===== config.mk =====
export PLATFORM = sky130hd
export DESIGN_NAME = sram_port_arbiter
export DESIGN_NICKNAME = d
export VERILOG_FILES = /design/src/rtl/sram_arbiter_pkg.sv /design/src/rtl/rr_priority_picker.sv /design/src/rtl/sram_port_arbiter.sv
export SDC_FILE = /design/constraint.sdc
export NUM_CORES = 1
export LEC_CHECK = 0
export BUFFER_PORTS_ARGS = -buffer_cell sky130_fd_sc_hd__buf_2
export CORE_AREA = 2 2 113 115
export CTS_CLUSTER_SIZE = 16
export DETAILED_ROUTE_END_ITERATION = 10
export DIE_AREA = 0 0 115 117
export GPL_ROUTABILITY_DRIVEN = 0
export PLACE_DENSITY_LB_ADDON = 0.2
export SKIP_LAST_GASP = 1
export SYNTH_ARGS = -nofsm -noshare
export SYNTH_HDL_FRONTEND = slang
export SYNTH_SLANG_ARGS = --single-unit

===== constraint.sdc =====
create_clock -name clk -period 2.5 [get_ports clk]
set_input_delay 0.125 -clock clk [delete_from_list [all_inputs] [get_ports clk]]
set_output_delay 0.125 -clock clk [all_outputs]
set_load 0.005 [all_outputs]

===== src/rtl/sram_arbiter_pkg.sv =====
// sram_arbiter_pkg: shared state encoding and width helpers for the SRAM port arbiter
package sram_arbiter_pkg;
  typedef enum logic {ARB = 1'b0, LOCKED = 1'b1} state_e;
  function automatic int addr_width(input int entries);
    return entries > 1 ? $clog2(entries) : 1;
  endfunction
  function automatic int ptr_width(input int n);
    return n > 1 ? $clog2(n) : 1;
  endfunction
endpackage


===== src/rtl/rr_priority_picker.sv =====
// rr_priority_picker: pick the first masked request scanning from ptr, wrapping modulo n
module rr_priority_picker #(
  parameter int n = 4,
  parameter int pw = 2
) (
  input  logic [n-1:0]  request_i,
  input  logic [n-1:0]  mask_i,
  input  logic [pw-1:0] ptr_i,
  output logic [n-1:0]  grant_o,
  output logic [pw-1:0] index_o,
  output logic          valid_o
);
  logic [n-1:0] req;
  logic [pw-1:0] idx;
  assign req = request_i & mask_i;
  assign grant_o = valid_o ? n'(1) << index_o : '0;
  // scan from the far end back towards ptr so the closest hit is the last one kept
  always_comb begin
    index_o = '0;
    valid_o = 1'b0;
    idx = '0;
    for (int k = n - 1; k >= 0; k--) begin
      idx = pw'((int'(ptr_i) + k) % n);
      if (req[idx]) begin
        index_o = idx;
        valid_o = 1'b1;
      end
    end
  end
endmodule


===== src/rtl/sram_port_arbiter.sv =====
// sram_port_arbiter: round-robin sharing of one SRAM port with bounded burst locking
module sram_port_arbiter
  import sram_arbiter_pkg::*;
#(
  parameter int nr_of_requesters = 4,
  parameter int bitwidth = 32,
  parameter int nr_of_entries = 512,
  parameter int max_burst = 16,
  localparam int AW = addr_width(nr_of_entries),
  localparam int PW = ptr_width(nr_of_requesters),
  localparam int BW = $clog2(max_burst) + 1
) (
  input  logic                             clk,
  input  logic                             rst,
  input  logic [nr_of_requesters-1:0]      request_vector_i,
  input  logic [nr_of_requesters-1:0]      write_enable_vector_i,
  input  logic [nr_of_requesters-1:0]      lock_vector_i,
  input  logic [nr_of_requesters*AW-1:0]   address_vector_i,
  input  logic [nr_of_requesters*bitwidth-1:0] data_in_vector_i,
  output logic [nr_of_requesters-1:0]      grant_vector_o,
  output logic [nr_of_requesters-1:0]      read_valid_vector_o,
  output logic [bitwidth-1:0]              read_data_o,
  output logic                             sram_write_enable_o,
  output logic [AW-1:0]                    sram_address_o,
  output logic [bitwidth-1:0]              sram_data_in_o,
  input  logic [bitwidth-1:0]              sram_data_out_i
);
  localparam int N = nr_of_requesters;
  state_e state_q, state_d;
  logic [PW-1:0] ptr_q, ptr_d, owner_q, owner_d, gidx;
  logic [BW-1:0] bc_q, bc_d;
  logic [N-1:0] rv_q, own_mask, mask;
  logic any, others;
  assign own_mask = N'(1) << owner_q;
  assign mask = state_q == LOCKED ? own_mask : '1;
  assign others = |(request_vector_i & ~own_mask);
  rr_priority_picker #(.n(N), .pw(PW)) u_picker (
    .request_i(request_vector_i),
    .mask_i(mask),
    .ptr_i(ptr_q),
    .grant_o(grant_vector_o),
    .index_o(gidx),
    .valid_o(any)
  );
  assign sram_address_o = address_vector_i[int'(gidx)*AW +: AW];
  assign sram_data_in_o = data_in_vector_i[int'(gidx)*bitwidth +: bitwidth];
  assign sram_write_enable_o = any & write_enable_vector_i[gidx];
  assign read_valid_vector_o = rv_q;
  assign read_data_o = sram_data_out_i;
  // lock FSM: ptr only moves on ARB grants since a lock always releases with ptr at owner+1;
  // idle starved cycles use up one more burst slot than granted ones so waiters get in sooner
  always_comb begin
    state_d = state_q;
    ptr_d = ptr_q;
    owner_d = owner_q;
    bc_d = bc_q;
    if (state_q == ARB) begin
      if (any) begin
        ptr_d = gidx == PW'(N - 1) ? '0 : gidx + 1'b1;
        if (lock_vector_i[gidx] && max_burst > 1) begin
          state_d = LOCKED;
          owner_d = gidx;
          bc_d = BW'(1);
        end
      end
    end else if (any) begin
      bc_d = bc_q + 1'b1;
      if (!lock_vector_i[owner_q] || bc_q >= BW'(max_burst - 1)) state_d = ARB;
    end else if (!lock_vector_i[owner_q]) begin
      state_d = ARB;
    end else if (others) begin
      bc_d = bc_q + 1'b1;
      if (bc_q + 1'b1 >= BW'(max_burst - 1)) state_d = ARB;
    end
  end
  // state registers; a granted read flags its requester one cycle later
  always_ff @(posedge clk) begin
    if (rst) begin
      state_q <= ARB;
      ptr_q <= '0;
      owner_q <= '0;
      bc_q <= '0;
      rv_q <= '0;
    end else begin
      state_q <= state_d;
      ptr_q <= ptr_d;
      owner_q <= owner_d;
      bc_q <= bc_d;
      rv_q <= grant_vector_o & ~write_enable_vector_i;
    end
  end
endmodule


Word level (Yosys, flattened, before mapping)
Cells that the tools add are included.

Bitwise operators: 7. Equality and inequality tests: 1. Add/subtract/negate cells: 5. Mux-type cells: 39. Shift operators: 4. Magnitude comparators: 8. Multiply operators: 1. Reduce and logical (&&, ||, !) cells: 10. Divide/modulo/power cells: 0.

Operators with widths (number): variable part select 128 x 8 -> 32 bit (1); variable part select 36 x 7 -> 9 bit (1); two-way mux 5 bit (6); two-way mux 1 bit (19); < comparator 2 x 3 -> 1 bit, second input constant (6); binary-select mux 1 bit (select 2 bit) (7); AND 4 bit (3); greater-or-equal comparator 5 x 4 -> 1 bit, second input constant (2); two-way mux 2 bit (5); two-way mux 4 bit (2); NOT 4 bit (2); nonzero test 2 bit (4); << shifter 1 x 2 -> 4 bit, first input constant (2); multiplier 2 x 4 -> 6 bit, second input constant (1); adder 5 x 1 -> 5 bit, second input constant (1); adder 2 x 1 -> 2 bit, second input constant (2); adder 2 bit, second input constant (2); AND reduction 4 bit (1); OR reduction 4 bit (1); AND reduction 3 bit (1); == test 2 bit, second input constant (1); AND reduction 2 bit (1); AND 1 bit (1); zero test 1 bit (1); 2 further kinds (2).

Word-level logic and storage cells: 80. ROM bits: 0. Memories: 0. Flip-flop bits (word level): 14. Bits in writable memories: 0. Input bits: 210. Bits in latches: 0.

Longest topological paths before layout
Depth in word-level cells: 14. Depth in mapped cells: 14. Mapped depth without buffers: 9.

Hierarchy
From an unflattened synthesis, not the netlist that was laid out.

Cell total of the unflattened synthesis: 206. Area, all modules: 2248.4 um^2.

By module, submodules not included: sram_port_arbiter (cells each 173, times used 1, area an instance 2030.7 um^2); rr_priority_picker (cells each 33, times used 1, area an instance 217.7 um^2).

Worst setup path before layout
OpenSTA, ideal clock, no wires.

Path type: reg2reg. From: register owner_q[1]. To: register rv_q[0], in the netlist read_valid_vector_o[0]. Data required time: 2370 ps. Stages on the path, launching flop included: 14. Data arrival time: 2622 ps. Library setup time: 130 ps. Buffers on the path: 4. Setup slack: -252 ps. Cell sequence: dfxtp_1 -> buf_2 -> or2_1 -> o221ai_1 -> nor3_1 -> a2111oi_2 -> and2_1 -> buf_2 -> inv_2 -> buf_6 -> buf_2 -> ha_1 -> nor2b_1 -> nor3b_1.

Word-level cells in the longest chain between the ends: 12. Elaborated cells on any way between the ends: 22.

Ends and longest elaborated chain: start: declaration (RTL line sram_port_arbiter.sv:30) `logic [PW-1:0] ptr_q, ptr_d, owner_q, owner_d, gidx;`; start signal: assignment (RTL line sram_port_arbiter.sv:87) `owner_q <= owner_d;`; << shifter 1 x 2 -> 4 bit (*) (RTL line sram_port_arbiter.sv:34) `assign own_mask = N'(1) << owner_q;`; two-way mux 4 bit (*) (RTL line sram_port_arbiter.sv:35) `assign mask = state_q == LOCKED ? own_mask : '1;`; AND 4 bit (*) (RTL line rr_priority_picker.sv:15) `assign req = request_i & mask_i;`; binary-select mux 1 bit (select 2 bit) (RTL line rr_priority_picker.sv:24) `if (req[idx]) begin`; two-way mux 1 bit (not written as such) (RTL line rr_priority_picker.sv:24); two-way mux 2 bit (4 in a row) (RTL line rr_priority_picker.sv:24); << shifter 1 x 2 -> 4 bit (RTL line rr_priority_picker.sv:16) `assign grant_o = valid_o ? n'(1) << index_o : '0;`; two-way mux 4 bit (*) (RTL line rr_priority_picker.sv:16); named net grant_vector_o[0] (RTL line sram_port_arbiter.sv:20) `output logic [nr_of_requesters-1:0] grant_vector_o,`; AND 4 bit (*) (RTL line sram_port_arbiter.sv:89) `rv_q <= grant_vector_o & ~write_enable_vector_i;`; end signal: assignment (RTL line sram_port_arbiter.sv:89); end: declaration (RTL line sram_port_arbiter.sv:32) `logic [N-1:0] rv_q, own_mask, mask;`.

The timed path passes the listed nets; every way through them passes the cells marked *. The select of a mux whose other input is x is not followed. A chain may end at the register's enable or synchronous reset.

Final worst setup path
From: register ptr_q[0]. To: output sram_data_in_o[17].

Word-level cells in the longest chain between the ends: 8. Elaborated cells on any way between the ends: 16.

Ends and longest elaborated chain: start: declaration (RTL line sram_port_arbiter.sv:30); start signal: assignment (RTL line sram_port_arbiter.sv:86) `ptr_q <= ptr_d;`; adder 2 bit (RTL line rr_priority_picker.sv:23) `idx = pw'((int'(ptr_i) + k) % n);`; binary-select mux 1 bit (select 2 bit) (RTL line rr_priority_picker.sv:24); two-way mux 1 bit (not written as such) (RTL line rr_priority_picker.sv:24); two-way mux 2 bit (3 in a row) (RTL line rr_priority_picker.sv:24); two-way mux 2 bit (*) (RTL line rr_priority_picker.sv:24); variable part select 128 x 8 -> 32 bit (*) (RTL line sram_port_arbiter.sv:46) `assign sram_data_in_o = data_in_vector_i[int'(gidx)*bitwidth +: bitwidth];`; end: declaration (RTL line sram_port_arbiter.sv:25) `output logic [bitwidth-1:0] sram_data_in_o,`.

Mark *: on every way between the ends. The rest lies on a longest branch, timed or not. The select of a mux whose other input is x is not followed.

==> results.yml <==
outcome:
  status: "finished, violations left"
  violations: "negative setup slack"
routing:
  wl_um: 15000
  wl_per_cell_um: 17.7
  post_drt_via_cell_ratio: 4.96
  firstDrtPassIters: 5
  drtAntennaViolNets: 0
  drtIter0Drc: 170
  drc_errors: 0
  num_vias: 4192
timing:
  hold_viol_final: 0
  slew_headroom_pct: 63.8
  fmax_ghz: 0.335
  worst_slew_pin_slew_ns: 0.530
  finalSetupTns_ns: -22.28
  skew_ns: 0.00379
  whs_ns: 0.0469
  rsz0062_at_grt: "true"
  fin_crit_sh_pct: 119
  period_needed_ns: 2.98
  drv_slew: 0
  finalSetupViolCount: 57
  fin_ws_ns: -0.482
placement:
  hpwl_um: 11100
  io_buffer_count: 227
  dp_slack_ns: -0.328
synthesis:
  synth_area_leaders: "nand2_1, buf_4, dfxtp_1, and3_1, a31oi_1"
  synthSimpleGateAreaFrac_pct: 45.1
  ys_seq_area_share_pct: 10.3
  synth_xor_area_share_pct: 0.323
  synth_flop_cell: "dfxtp_1"
  synth_area_um2: 2710
  synth_top_family_by_area: "simple AND/OR/NAND/NOR gates"
  synth_edf_count: 0
  synth_nets: 665
  synthMuxAreaShare_pct: 2.67
  yosysUniqueCellTypes: 52
  yosys.area_share.adder_pct: 3.23
  ys_ff_latch: 14
  syn_area_per_cell_um2: 6.06
  syn_inst: 448
  ys_warn_count: 0
  postSynth.asyncResetShare_pct: 0
  synth-compound-area-share_pct: 20.7
  yosys.area.top_type: "nand2_1"
  synth_top_area_share_pct: 23.9
clocking:
  hold_buffers: 0
  clk_pin_slew_ns: 0.05
  clock-sinks: 14
  ctsLongestPathBuffers: 2
  tritoncts: "done"
  htreeDepth: 1
  clockRootBuffer: "clkbuf_16"
  cts_buffers: 3
  clock_latency_ns: 0.26
critical_path:
  slowest_stage: "dfxtp_4"
  worstPathCellList: "buf_4 -> nand4b_1 -> o221a_1 -> buf_4 -> a222oi_1 -> buf_4 -> nand3_2 -> buf_8 -> buf_12 -> and3_1 -> a31oi_2 -> buf_2"
  cp.required_ns: 2.38
  crit_top_cell: "buf_4"
  path_delay_family: "buffers and inverters"
  cpPeakStageDelay_ns: 0.37
  critical_path_class: "register to output port"
  end_kind: "output port"
  crit_path_max_fanout: 18
  critPathLaunchType: "register"
  worst-path-buf-inv: 6
  arrival_ns: 2.86
cells_and_area:
  drive_gt1_share_pct: 54.7
  layout.nets: 913
  final_cell_mix: "buf_2, nand2_1, buf_4, and3_1, a31oi_1"
  syn_to_final_growth_pct: 92.7
  final_common_cell: "buf_2"
global_route:
  grt.total_usage_pct: 19.9
  grt_max_degree: 25
  antenna_found_initial: 1
  grt_pass1_vias: 3712
  grt_pass1_wl_um: 20400
  grt_overflow: 0
die:
  die_area_um2: 13500
  core_um2: 12300
  die_y_um: 117
  die_w_um: 115
  num_rows: 41
  io-pin-count: 292
  start_util_pct: 22.0
min_path:
  min_path_type: "input port to register"
power:
  leakagePower_nw: 2.62
  p_per_area_nw_per_um2: 1860
  p_total_mw: 9.74
  peakVddDrop_mv: 0.819
job:
  maxCapViolCount: 0
==> sequential cells by signal, indices dropped and copies added (netlist names) <==
name                 count
state_q                  1
read_valid_vector_o      4
owner_q                  2
ptr_q                    2
bc_q                     5
==> path summary, 6_finish.rpt <==
path	start	to	slack, ns	cells past startpoint
worst max-delay path	ptr_q[0]	sram_data_in_o[17]	-0.48	12
worst min register to register	owner_q[1]	owner_q[1]	0.50	2
worst min-delay path	write_enable_vector_i[1]	read_valid_vector_o[1]	0.05	2
worst max register to register	ptr_q[0]	bc_q[1]	-0.40	12
==> layer usage <==
| metal | up-vias | GRT usage (%) | part of all wire, % |
|---|---|---|---|
| met2 | 212 | 33.8 | 50 |
| met4 | 2 | 7.87 | 3.8 |
| met1 | 1919 | 24.7 | 38 |
| met5 | - | 0 | 0.11 |
| met3 | 19 | 4.12 | 8.1 |
| li1 | 2040 | - | - |
==> synth_stat cells (5+ instances only) <==
master,n
and3_1,44
inv_1,9
o21ai_0,6
buf_2,13
ha_1,7
nor2_1,10
nand2_1,173
nand3_1,8
a21oi_1,6
dfxtp_1,14
buf_4,38
clkbuf_1,11
mux2i_1,5
a31oi_1,42
==> area by class of cell <==
class,count,area (um2)
Fill cell,1305,7080
Tap cell,150,188
Timing Repair Buffer,308,2170
Clock buffer,4,88.8
Timing Repair inverter,1,16.3
Sequential cell,14,288
Multi-Input combinational cell,357,2390
Antenna cell,1,2.50
Inverter,11,80.1
==> cells by family (layout without fill, tap and decap cells) <==
kind of cell | Yosys count | count (layout)
and+or+nand+nor | 265 | 265
AOI/OAI and AO/OA | 78 | 78
buffers and inverters | 77 | 324
DFF | 14 | 14
adders and majority gates | 7 | 7
muxes | 6 | 6
xor gates and xnor gates | 1 | 1
other | 0 | 1
==> where the power goes <==
part           switching, mW  internal (mW)
clock network          0.116          0.244
registers             0.0734          0.293
logic                   4.15           4.86
total                   4.34           5.40
==> per-stage QoR <==
stage	util, %	area [um2]	std cells
finish	42.5	5230	846
detailed placement	33.8	4160	808
global route	42.4	5230	845
floorplan	-	2860	448
CTS	39.5	4860	834
global placement	33.8	4160	808
==> timing repair <==
action / in CTS / in global routing
pin swaps: 19 / 23
buffers inserted: 19 / 11
gates resized for setup: 55 / 53
cloned: 8 / 2
endpoints found under the setup margin: 58 / 59
(Power assumes the default switching activity.)
